## src/rtl/definitions_pkg.sv

```systemverilog
// ----------------------------------------------------------------------------
// definitions
//   Shared constants for the RV32I fetch stage and its bench.
//   Contents:
//     CLOCK_PERIOD         bench clock period (time units)
//     XLEN                 architectural register / PC width
//     DEFAULT_RESET_VECTOR PC value loaded on reset (default for RESET_VECTOR)
//     NOP_INSTR            canonical NOP encoding (ADDI x0,x0,0)
//     ROM_WORDS_USED       number of non-zero words at the bottom of the ROM
//     ROM_INIT             instruction ROM image; all other words read as zero
//     rom_word()           ROM lookup helper (returns zero past the image)
// ----------------------------------------------------------------------------
package definitions;

    localparam int unsigned  CLOCK_PERIOD         = 10;
    localparam int unsigned  XLEN                 = 32;
    localparam logic [31:0]  DEFAULT_RESET_VECTOR = 32'h0000_0000;
    localparam logic [31:0]  NOP_INSTR            = 32'h0000_0013;

    localparam int unsigned  ROM_WORDS_USED = 4;

    localparam logic [31:0]  ROM_INIT [ROM_WORDS_USED] = '{
        32'h0020_0093,   // ADDI x1,x0,2
        32'h0030_0113,   // ADDI x2,x0,3
        32'h0020_81b3,   // ADD  x3,x1,x2
        32'h0000_006f    // JAL  x0,0
    };

    function automatic logic [31:0] rom_word(input int unsigned idx);
        if (idx < ROM_WORDS_USED) begin
            return ROM_INIT[idx];
        end
        return '0;
    endfunction

endpackage

```

## src/rtl/instr_mem.sv

```systemverilog
// ----------------------------------------------------------------------------
// instr_mem
//   Combinational, read-only instruction ROM, word addressed.
//   Parameters:
//     IMEM_WORDS  depth in 32-bit words (power of two)
//   Ports:
//     i_addr  in   $clog2(IMEM_WORDS)  word index
//     o_data  out  32                  instruction word at i_addr
// ----------------------------------------------------------------------------
module instr_mem
    import definitions::*;
#(
    parameter int unsigned IMEM_WORDS = 256,
    localparam int unsigned ADDR_W    = $clog2(IMEM_WORDS)
) (
    input  logic [ADDR_W-1:0] i_addr,
    output logic [31:0]       o_data
);

    always_comb begin
        o_data = rom_word(int'(i_addr));
    end

endmodule

```

## src/rtl/fetch_stage.sv

```systemverilog
// ----------------------------------------------------------------------------
// fetch_stage
//   Instruction-fetch stage of the RV32I five-stage pipeline. Holds the PC
//   and presents PC, PC+4 and the instruction at PC to the IF/ID register.
//   Parameters:
//     IMEM_WORDS    instruction ROM depth in words (power of two)
//     RESET_VECTOR  PC value loaded on reset
//   Ports:
//     CLK          in   1   pipeline clock, rising edge
//     RST          in   1   asynchronous active-low reset
//     PC_En        in   1   1 = advance PC by 4, 0 = stall
//     PC_Redirect  in   1   (FETCH_REDIRECT_EN only) load PC from PC_Target
//     PC_Target    in   32  (FETCH_REDIRECT_EN only) redirect target
//     Instr        out  32  instruction word at PC_Out
//     PC_Out       out  32  current PC
//     PC_Plus_4    out  32  PC_Out + 4 (wraps modulo 2^32)
//   Build option:
//     FETCH_REDIRECT_EN  adds the redirect ports; redirect beats stall.
// ----------------------------------------------------------------------------
module fetch_stage
    import definitions::*;
#(
    parameter int unsigned IMEM_WORDS   = 256,
    parameter logic [31:0] RESET_VECTOR = DEFAULT_RESET_VECTOR
) (
    input  logic        CLK,
    input  logic        RST,
    input  logic        PC_En,
`ifdef FETCH_REDIRECT_EN
    input  logic        PC_Redirect,
    input  logic [31:0] PC_Target,
`endif
    output logic [31:0] Instr,
    output logic [31:0] PC_Out,
    output logic [31:0] PC_Plus_4
);

    localparam int unsigned ADDR_W = $clog2(IMEM_WORDS);

    logic [31:0]       r_pc;
    logic [31:0]       w_pc_plus_4;
    logic [ADDR_W-1:0] w_rom_addr;

    // Unsigned 32-bit add; carry out is dropped so 0xFFFF_FFFC wraps to 0.
    assign w_pc_plus_4 = r_pc + 32'd4;

    always_ff @(posedge CLK or negedge RST) begin
        if (!RST) begin
            r_pc <= RESET_VECTOR;
        end else begin
`ifdef FETCH_REDIRECT_EN
            if (PC_Redirect) begin
                r_pc <= {PC_Target[31:2], 2'b00};
            end else if (PC_En) begin
                r_pc <= w_pc_plus_4;
            end
`else
            if (PC_En) begin
                r_pc <= w_pc_plus_4;
            end
`endif
        end
    end

    // Byte offset and bits above the ROM depth are dropped, so the ROM
    // aliases every 4*IMEM_WORDS bytes.
    assign w_rom_addr = r_pc[ADDR_W+1:2];

    instr_mem #(
        .IMEM_WORDS (IMEM_WORDS)
    ) u_instr_mem (
        .i_addr (w_rom_addr),
        .o_data (Instr)
    );

    assign PC_Out    = r_pc;
    assign PC_Plus_4 = w_pc_plus_4;

endmodule

```

## config.mk

```make
export PLATFORM = sky130hd
export DESIGN_NAME = fetch_stage
export DESIGN_NICKNAME = d
export VERILOG_FILES = /design/src/rtl/definitions_pkg.sv /design/src/rtl/instr_mem.sv /design/src/rtl/fetch_stage.sv
export SDC_FILE = /design/constraint.sdc
export NUM_CORES = 1
export LEC_CHECK = 0
export BUFFER_PORTS_ARGS = -buffer_cell sky130_fd_sc_hd__buf_2
export CAP_MARGIN = 20
export CELL_PAD_IN_SITES_DETAIL_PLACEMENT = 1
export CELL_PAD_IN_SITES_GLOBAL_PLACEMENT = 1
export CORE_ASPECT_RATIO = 1.25
export CORE_UTILIZATION = 25
export CTS_CLUSTER_SIZE = 14
export DETAILED_ROUTE_END_ITERATION = 6
export PLACE_DENSITY = 0.73
export RECOVER_POWER = 25
export SLEW_MARGIN = 20
export SYNTH_ARGS = -nofsm -noshare
export SYNTH_HDL_FRONTEND = slang
export SYNTH_SLANG_ARGS = --single-unit
export TNS_END_PERCENT = 100
```

## constraint.sdc

```tcl
create_clock -name CLK -period 2.2 [get_ports CLK]
set_clock_uncertainty 0.15 [all_clocks]
set_input_delay 0.33 -clock CLK [delete_from_list [all_inputs] [get_ports CLK]]
set_output_delay 0.33 -clock CLK [all_outputs]
set_load 0.005 [all_outputs]
```

==> out/metrics.csv <==
stage,metric,value,unit
status,outcome,"complete, but fails checks",
status,violations,"DRC, setup timing",
grt,track_usage,14.53,%
synth,ys_warn_count,0,
clocking,clock_path_buffers,2,
sta,relSlewSlack,46.35,%
worst_setup_path,cp_max_fo,7,
sta,min_period,2347,ps
cells_and_area,fillers,983,
cells_and_area,largest_reg_flops,30,
synth,synthCells,228,
place,place_inst,407,
drt,wl_per_cell,14.16,um
die,coreArea,8287,sq um
drt,drtIter0Drc,49,
clocking,clkSinkCount,30,
cells_and_area,fin_cells,440,
grt,grt_pass1_vias,2020,
place,dp_hpwl,4.328,mm
clocking,clk_pin_slew,70,ps
synth,ys_types,27,
drt,ant_nets,0,
worst_setup_path,crit_required,1720,ps
cells_and_area,diodes,0,
sta,tightestPinTransition,804.8,ps
clocking,tritoncts,done,
grt,antenna_found_initial,0,
power,vdd_drop_max,213.5,uV
power,p_total,2099,uW
sta,rsz0062_at_grt,true,
synth,yosysSeqAreaShare,34.90,%
power,power.density,672.4,nW/um^2
clocking,htreeDepth,2,
place,port_buffers,74,
synth,syn_avg_cell_area,9.433,sq um
grt,grt_max_degree,31,
power,leakage,0.001614,uW
die,initial_core_util,25.96,%
die,io_pins,99,
sta,finalCritPeriodShare,106.7,%
worst_setup_path,crit_type,register to output pin,
clocking,root_buffer,clkbuf_8,
hold_path,hp-class,input pin to register,
cells_and_area,final_core_utilization,37.67,%
sta,finalHoldWorstSlack,352.8,ps
synth,syn_area,2151,sq um
sta,max_freq,0.4261,GHz
drt,dr.pass1.iters,6,
worst_setup_path,rrSetupSlack,200,ps
cells_and_area,drive_above_1_share,46.36,%
drt,vias,1995,
die,fp.dieArea,8980,sq um
sta,setup_viol,26,
sta,setup_ws,-147.0,ps
grt,grt_pass1_wl,10.38,mm
worst_setup_path,critPathCaptureType,output pin,
cells_and_area,multiInputGateArea,1320,sq um
drt,viasPerCell,4.534,
synth,ys_ff_latch,30,
clocking,numCtsBuffers,5,
die,rows,37,
grt,grt.overflow.total,0,
cells_and_area,regArea,752.0,sq um
worst_setup_path,cp.arrival,1870,ps
worst_setup_path,start_kind,register,
die,die_w,84.96,um
die,fp.dieH,105.7,um
place,gp_routability_congestion,0.7656,
run,maxCapViolCount,0,
drt,wl,6.230,mm
drt,drc_errors,10,
clocking,clk_latency,280,ps
sta,final-hold-violation-count,0,
sta,drv_slew,0,
cells_and_area,final_nets,350,
cells_and_area,areaGrowthSynthToFinish,45.14,%
## Yosys cell counts, drive strengths merged
cell type / n / share of area [%]
o21a: 1 / 0.35
ha: 5 / 2.9
and4: 4 / 1.6
conb: 1 / 0.17
and2: 7 / 2.0
nand3: 18 / 4.2
dfrtp: 30 / 35
nor2: 7 / 1.2
nor4: 7 / 3.3
or4: 1 / 0.35
nand2: 15 / 2.6
xnor2: 43 / 18
nor3: 3 / 0.93
and3: 6 / 1.7
inv: 2 / 0.35
buf: 38 / 12
clkbuf: 5 / 0.93
xor2: 14 / 5.7
o21ai: 1 / 0.23
nand4: 20 / 6.5
## worst paths after layout
| path | depth (start not counted) | start | end |
|---|---|---|---|
| hold reg to reg | 1 | PC_Out[31] | PC_Out[31] |
| max in group asynchronous | 2 | RST | PC_Out[4] |
| setup / recovery | 4 | PC_Out[4] | Instr[3] |
| hold / removal | 3 | PC_En | PC_Out[5] |
| min in group asynchronous | 2 | RST | PC_Out[31] |
| setup reg to reg | 9 | PC_Out[2] | PC_Out[28] |
## per-layer routing
metal | routed length, um | part of all wire (%) | up-vias | global-route usage [%]
met4 | 60 | 0.96 | 0 | 3.632
li1 | - | - | 943 | -
met5 | 0 | 0 | - | 0
met2 | 3187 | 51 | 76 | 26.04
met3 | 338 | 5.4 | 7 | 2.976
met1 | 2644 | 42 | 969 | 17.52
## logic make-up (layout without fill, tap and decap cells)
| kind of cell | Yosys count | after routing | synth area share (%) |
|---|---|---|---|
| compound gates | 2 | 2 | 0.5816 |
| xor+xnor | 57 | 57 | 23.21 |
| fa+ha+maj | 5 | 5 | 2.909 |
| buf+inv | 45 | 137 | 13.67 |
| flops | 30 | 30 | 34.90 |
| other cells | 1 | 24 | 0.1744 |
| simple gates | 88 | 88 | 24.55 |
## through the flow
stage / setup slack [ps] / instance area, sq um / setup TNS [ps]
floorplan: 10.61 / 2237 / 0
global placement: 118.4 / 2665 / 0
detailed placement: 77.79 / 2665 / 0
CTS: -151.1 / 3008 / -2546
global route: -239.0 / 3122 / -5272
finish: -147.0 / 3122 / -2049
## where the power goes
group          switching, uW  internal, uW  leakage (uW)
sequential              63.9           614      0.000407
clock                    217           252     0.0000482
combinational            472           480       0.00116
total                    753          1350       0.00161
## timing repair
action / 4_1_cts / 5_1_grt
setup buffers: 18 / 5
hold buffers: 1 / 0
pin swaps: 8 / 8
cloned: 1 / 0
hold endpoints to repair: 30 / 0
setup endpoints to repair: 32 / 38
resized for setup: 20 / 16
## cell usage in the layout (no fill, tap or decap), drive strengths merged, types with 2 or more instances in the layout
cell type  instances
buf              122
xnor2             43
dfrtp             30
conb              24
nand4             20
nand3             18
nand2             15
xor2              14
clkbuf            11
nor2               7
and2               7
nor4               7
and3               6
ha                 5
and4               4
nor3               3
inv                2
## critical path: stages (launching register included)
cell and delay [ps]:
dfrtp_2 430, or4_4 580, nor3_4 260, and2_4 200, buf_2 110
## layout make-up
cell class | count | share of cell area (%)
Clock buffer | 7 | 2.766
Clock inverter | 1 | 0.1603
Inverter | 2 | 0.2405
Multi-Input combinational cell | 176 | 42.28
Sequential cell | 30 | 24.09
Tap cell | 97 | 3.888
Timing Repair Buffer | 127 | 26.57
Power figures use the tool's default switching activity.
